### src/rtl/systolic_ctrl.sv
// Sequencer for a linear systolic array: weight load, input streaming and pipeline drain,
// advancing the array once every P clocks and collecting results from the last PE.
module systolic_ctrl #(
    parameter int ELEMENT_BITS = 8,
    parameter int N_PE         = 4,
    parameter int P            = 4,
    parameter int VEC_LEN_W    = 8,
    localparam int IDX_W       = (N_PE > 1) ? $clog2(N_PE) : 1
) (
    input  logic                    sys_clk,
    input  logic                    reset,
    input  logic                    start,
    input  logic [VEC_LEN_W-1:0]    vec_len,
    output logic                    busy,
    output logic                    done,
    output logic                    w_load,
    output logic [IDX_W-1:0]        w_idx,
    input  logic                    in_valid,
    input  logic [ELEMENT_BITS-1:0] in_data,
    output logic                    in_ready,
    output logic                    pe_step,
    output logic [ELEMENT_BITS-1:0] arr_in_data,
    input  logic [ELEMENT_BITS-1:0] arr_out_data,
    output logic                    res_valid,
    output logic [ELEMENT_BITS-1:0] res_data
);

    localparam int NPE_BITS = $clog2(N_PE + 1);
    localparam int CNT_W    = ((VEC_LEN_W > NPE_BITS) ? VEC_LEN_W : NPE_BITS) + 1;
    localparam int DIV_W    = $clog2(P);

    localparam logic [DIV_W-1:0] DIV_MAX = DIV_W'(P - 1);
    localparam logic [DIV_W-1:0] DIV_ONE = DIV_W'(1);
    localparam logic [CNT_W-1:0] N_CNT   = CNT_W'(N_PE);
    localparam logic [CNT_W-1:0] CNT_ONE = CNT_W'(1);

    typedef enum logic [2:0] {
        IDLE,
        LOAD_W,
        STREAM,
        DRAIN,
        DONE
    } state_t;

    state_t                  state_q, state_d;
    logic [DIV_W-1:0]        div_q, div_d;
    logic [CNT_W-1:0]        cnt_q, cnt_d;
    logic [VEC_LEN_W-1:0]    len_q, len_d;
    logic [ELEMENT_BITS-1:0] arr_in_q, arr_in_d;
    logic                    res_valid_q, res_valid_d;
    logic [ELEMENT_BITS-1:0] res_data_q, res_data_d;

    logic             stepping;
    logic             at_edge;
    logic             stall;
    logic             step;
    logic [CNT_W-1:0] len_ext;

    always_ff @(posedge sys_clk) begin
        if (reset) begin
            state_q     <= IDLE;
            div_q       <= '0;
            cnt_q       <= '0;
            len_q       <= '0;
            arr_in_q    <= '0;
            res_valid_q <= 1'b0;
            res_data_q  <= '0;
        end else begin
            state_q     <= state_d;
            div_q       <= div_d;
            cnt_q       <= cnt_d;
            len_q       <= len_d;
            arr_in_q    <= arr_in_d;
            res_valid_q <= res_valid_d;
            res_data_q  <= res_data_d;
        end
    end

    // cnt_q is the weight index during LOAD_W and the result step counter k afterwards.
    always_comb begin
        state_d     = state_q;
        div_d       = div_q;
        cnt_d       = cnt_q;
        len_d       = len_q;
        arr_in_d    = arr_in_q;
        res_valid_d = 1'b0;
        res_data_d  = res_data_q;

        len_ext  = CNT_W'(len_q);
        stepping = (state_q == LOAD_W) || (state_q == STREAM) || (state_q == DRAIN);
        at_edge  = (div_q == DIV_MAX);
        stall    = (state_q == STREAM) && !in_valid;
        step     = stepping && at_edge && !stall;

        if (stepping) begin
            if (at_edge) begin
                div_d = stall ? div_q : '0;
            end else begin
                div_d = div_q + DIV_ONE;
            end
        end

        case (state_q)
            IDLE: begin
                if (start) begin
                    state_d = LOAD_W;
                    len_d   = vec_len;
                    div_d   = '0;
                    cnt_d   = '0;
                end
            end
            LOAD_W: begin
                if (len_q == '0) begin
                    state_d = DONE;
                end else if (step) begin
                    if (cnt_q == N_CNT - CNT_ONE) begin
                        state_d = STREAM;
                        cnt_d   = '0;
                    end else begin
                        cnt_d = cnt_q + CNT_ONE;
                    end
                end
            end
            STREAM: begin
                if (step) begin
                    arr_in_d = in_data;
                    cnt_d    = cnt_q + CNT_ONE;
                    if (cnt_q == len_ext - CNT_ONE) begin
                        state_d = DRAIN;
                    end
                end
            end
            DRAIN: begin
                if (step) begin
                    arr_in_d = '0;
                    cnt_d    = cnt_q + CNT_ONE;
                    if (cnt_q == len_ext + N_CNT - CNT_ONE) begin
                        state_d = DONE;
                    end
                end
            end
            DONE: begin
                state_d = IDLE;
            end
            default: begin
                state_d = IDLE;
            end
        endcase

        // The first N_PE steps after streaming begins only fill the pipeline.
        if (step && (state_q != LOAD_W) && (cnt_q >= N_CNT) && (cnt_q < len_ext + N_CNT)) begin
            res_valid_d = 1'b1;
            res_data_d  = arr_out_data;
        end
    end

    assign busy        = (state_q != IDLE);
    assign done        = (state_q == DONE);
    assign w_load      = (state_q == LOAD_W);
    assign w_idx       = (state_q == LOAD_W) ? cnt_q[IDX_W-1:0] : '0;
    assign in_ready    = (state_q == STREAM) && at_edge;
    assign pe_step     = step;
    assign arr_in_data = arr_in_q;
    assign res_valid   = res_valid_q;
    assign res_data    = res_data_q;

endmodule

### config.mk
export PLATFORM = sky130hd
export DESIGN_NAME = systolic_ctrl
export DESIGN_NICKNAME = d
export VERILOG_FILES = /design/src/rtl/systolic_ctrl.sv
export SDC_FILE = /design/constraint.sdc
export NUM_CORES = 1
export LEC_CHECK = 0
export CORE_ASPECT_RATIO = 0.6
export CORE_MARGIN = 5
export CORE_UTILIZATION = 45
export CTS_BUF_LIST = sky130_fd_sc_hd__clkbuf_2 sky130_fd_sc_hd__clkbuf_4 sky130_fd_sc_hd__clkbuf_8
export CTS_CLUSTER_DIAMETER = 60
export CTS_CLUSTER_SIZE = 10
export DETAILED_ROUTE_END_ITERATION = 8
export GPL_TIMING_DRIVEN = 1
export HOLD_SLACK_MARGIN = 0.02
export MAX_ROUTING_LAYER = met4
export PLACE_DENSITY_LB_ADDON = 0.25
export SLEW_MARGIN = 20
export SYNTH_ARGS = -nofsm -noshare
export SYNTH_HDL_FRONTEND = slang
export SYNTH_SLANG_ARGS = --single-unit
### constraint.sdc
create_clock -name sys_clk -period 3.4 [get_ports sys_clk]
set_input_delay 0.68 -clock sys_clk [delete_from_list [all_inputs] [get_ports sys_clk]]
set_output_delay 0.68 -clock sys_clk [all_outputs]
set_load 0.05 [all_outputs]
==> flow_metrics.env, run 1 <==
export IMPL_min_path_type="register to register"
export IMPL_synthSimpleGateAreaFrac_pct=25.4
export IMPL_drive_gt1_share_pct=7.98
export IMPL_worst_slew_pin_slew_ps=856
export IMPL_syn_nets=373
export IMPL_drt_iter0_markers=178
export IMPL_gp_congestion=0.932
export IMPL_layout_min_cycle_time_ps=3160
export IMPL_synth_area_mm2=0.00269
export IMPL_ys_ff_latch=39
export IMPL_cts_resized=0
export IMPL_leakagePower_nw=1.20
export IMPL_wire_per_inst_um=16.7
export IMPL_rows=21
export IMPL_total_power_mw=1.74
export IMPL_fin_skew_ps=3.63
export IMPL_end_kind="primary output"
export IMPL_area_delta_synth_final_pct=25.3
export IMPL_clk_path_buf_depth=2
export IMPL_worstSetupStartpoint="state_q[2]$_SDFFE_PP0P_"
export IMPL_slowest_delay_ps=800
export IMPL_clk_latency_ps=300
export IMPL_fmax_mhz=316
export IMPL_rr_endpoint="state_q[0]$_SDFFE_PP0P_"
export IMPL_synth_compound_area_share_pct=22.4
export IMPL_syn_inst=329
export IMPL_die_area_mm2=0.00767
export IMPL_synthDistinctLibCells=58
export IMPL_drv_slew=0
export IMPL_synth_top_area_share_pct=29.1
export IMPL_critical_path_slowest_cell="clkdlybuf4s50_1"
export IMPL_start_util_pct=47.3
export IMPL_antenna_found_initial=0
export IMPL_setup_viol=0
export IMPL_synthArstFlopShare_pct=0
export IMPL_grt_pass1_vias=2519
export IMPL_max_cap_viol_count=0
export IMPL_fin_crit_sh_pct=92.9
export IMPL_setup_tns_ps=0
export IMPL_cts_root_buffer="clkbuf_8"
export IMPL_routed_wirelength_um=7640
export IMPL_peakVddDrop_mv=0.408
export IMPL_worstSetupPathType="register to primary output"
export IMPL_synth_flop_cell="dfxtp_1"
export IMPL_fin_ws_ps=240
export IMPL_dp_cells=448
export IMPL_holdCritStartpoint="res_data[5]$_SDFFE_PP0P_"
export IMPL_ant_nets=0
export IMPL_pre_cts_ws_ps=287
export IMPL_firstDrtPassIters=6
export IMPL_dp_final_hpwl_um=5720
export IMPL_hold_viol=0
export IMPL_die_y_um=69.9
export IMPL_hold_end="res_data[5]$_SDFFE_PP0P_"
export IMPL_arrival_ps=2480
export IMPL_diodes=0
export IMPL_cts_tree="done"
export IMPL_yosysWarnings=0
export IMPL_r2r_start="len_q[2]$_SDFFE_PP0P_"
export IMPL_die_w_um=110
export IMPL_synth_area_leaders="dfxtp_1 29%, ha_1 7.5%, a21oi_1 5.8%"
export IMPL_post_cts_buffers=0
export IMPL_worst_r2r_cell_count=9
export IMPL_worstSetupStartpointType="register"
export IMPL_port_buffers=51
export IMPL_crit_chain="nor3b_1 > and2_1 > clkdlybuf4s50_1"
export IMPL_yosysTopAreaCell="dfxtp_1"
export IMPL_numCtsBuffers=5
export IMPL_grt_overflow_total=0
export IMPL_worstPathMaxFanout=14
export IMPL_synth_seq_area_share_pct=29.1
export IMPL_finalNonFillerCells=456
export IMPL_holdWs_ps=478
export IMPL_grt_max_degree=32
export IMPL_reg2reg_slack_ps=430
export IMPL_fin_nets=419
export IMPL_synthMuxAreaShare_pct=1.54
export IMPL_synth_edf_count=0
export IMPL_yosysMostFrequentCell="dfxtp_1"
export IMPL_core_mm2=0.00568
export IMPL_grt_first_pass_wirelength_um=12700
export IMPL_synth_xor_area_share_pct=8.62
export IMPL_clk_pin_slew_worst_paths_ps=80
export IMPL_grt_usage_pct=21.3
export IMPL_synth_top_family_by_area="simple AND/OR/NAND/NOR gates"
export IMPL_syn_avg_cell_area_um2=8.17
export IMPL_rsz0062_at_grt="no"
export IMPL_hold_depth=2
export IMPL_ctsHoldBuffers=0
export IMPL_crit_family="simple AND/OR/NAND/NOR gates"
export IMPL_synthAdderAreaFrac_pct=7.45
export IMPL_avgViaCountPerCell=5.81
export IMPL_crit_buf_inv=1
export IMPL_drc=0
export IMPL_pin_count=52
export IMPL_status="finished, final reports clean"
export IMPL_num_vias=2651
export IMPL_cts_sinks=39
export IMPL_cp_data_required_time_ps=2720
export IMPL_synthTopCellsByCount="39 x dfxtp_1, 35 x nand2_1, 31 x a21oi_1"
export IMPL_slew_headroom_pct=42.9
export IMPL_p_per_area_mw_per_mm2=517
export IMPL_htreeDepth=2
## worst min-delay path: cells and delay by family, from the launching register on
| family | cells | cell delay, ps |
|---|---|---|
| AOI/OAI and AO/OA | 2 | 120 |
| DFF | 1 | 320 |
## placed cells by master, fill, tap and decap left out, drive strengths merged, types with 5 or more instances in the layout
master and n:
nor4 6, xor2 6, nand3 8, o31ai 12, xnor2 15, ha 16, clkdlybuf4s50 50, dfxtp 39
or3 5, clkbuf 5, nand4 12, nand2 35, a22oi 10, nor3 10, inv 13, o21ai 8
nor2 19, buf 7, and2 5, a21oi 32
## metal layers
layer / up-vias / share of wire, % / GRT usage (%)
met5: - / 0 / -
met3: 11 / 9.5 / 6.26
met1: 1235 / 48 / 30.6
met2: 96 / 42 / 29.0
li1: 1309 / - / -
met4: 0 / 0.94 / 4.98
## per-stage QoR
stage          util (%)  cell area (um2)
5_1_grt            59.3             3370
3_3_place_gp       57.3             3250
4_1_cts            59.2             3360
3_5_place_dp       57.3             3250
2_1_floorplan         -             2690
6_report           59.3             3370
## sequential cells by signal (all words and copies together), names as in the netlist
signal       count
res_valid        1
res_data         8
arr_in_data      8
state_q          3
cnt_q            9
len_q            8
div_q            2
## worst max-delay path by stage
stage,end,slack [ps],cells past startpoint
floorplan,w_idx[0],270,3
global placement,res_data[4]$_SDFFE_PP0P_,400,9
detailed placement,res_data[2]$_SDFFE_PP0P_,290,9
CTS,w_idx[1],200,3
global route,w_idx[1],20,3
finish,w_idx[1],240,3
## layout make-up
type,instances,area [um2]
fillers,519,2310
multi-input cells,258,1760
flip-flops and latches,39,781
repair buffers,57,553
well taps,80,100
clock buffers,5,68.8
inverters,14,57.6
clock inverters,3,43.8
## cells by family (layout without fill, tap and decap cells)
logic type	count (synthesis)	after routing
AO/OA/AOI/OAI	89	89
XOR/XNOR	23	23
adder cells (fa/ha/maj)	16	16
buffers and inverters	32	79
flip-flops	39	39
multiplexers	4	4
AND/OR/NAND/NOR	126	126
## where the power goes
| part | switching [mW] | internal (mW) |
|---|---|---|
| clock network | 0.181 | 0.219 |
| logic | 0.440 | 0.321 |
| registers | 0.0832 | 0.496 |
| total | 0.704 | 1.04 |
Power figures use the tool's default switching activity.
==> run 2: changes to the inputs <==
--- a/config.mk
+++ b/config.mk
@@ -5,6 +5,7 @@
 export SDC_FILE = /design/constraint.sdc
 export NUM_CORES = 1
 export LEC_CHECK = 0
+export CAP_MARGIN = 0
 export CORE_ASPECT_RATIO = 0.6
 export CORE_MARGIN = 5
 export CORE_UTILIZATION = 45
==> results of run 2 <==
The final DEF is identical to that of run 1; final timing and power are the same.
==> run 3: changes to the inputs <==
--- a/config.mk
+++ b/config.mk
@@ -17,6 +17,7 @@
 export HOLD_SLACK_MARGIN = 0.02
 export MAX_ROUTING_LAYER = met4
 export PLACE_DENSITY_LB_ADDON = 0.25
+export SKIP_CTS_REPAIR_TIMING = 1
 export SLEW_MARGIN = 20
 export SYNTH_ARGS = -nofsm -noshare
 export SYNTH_HDL_FRONTEND = slang
==> results of run 3 <==
The final DEF is identical to that of run 1; final timing and power are the same.
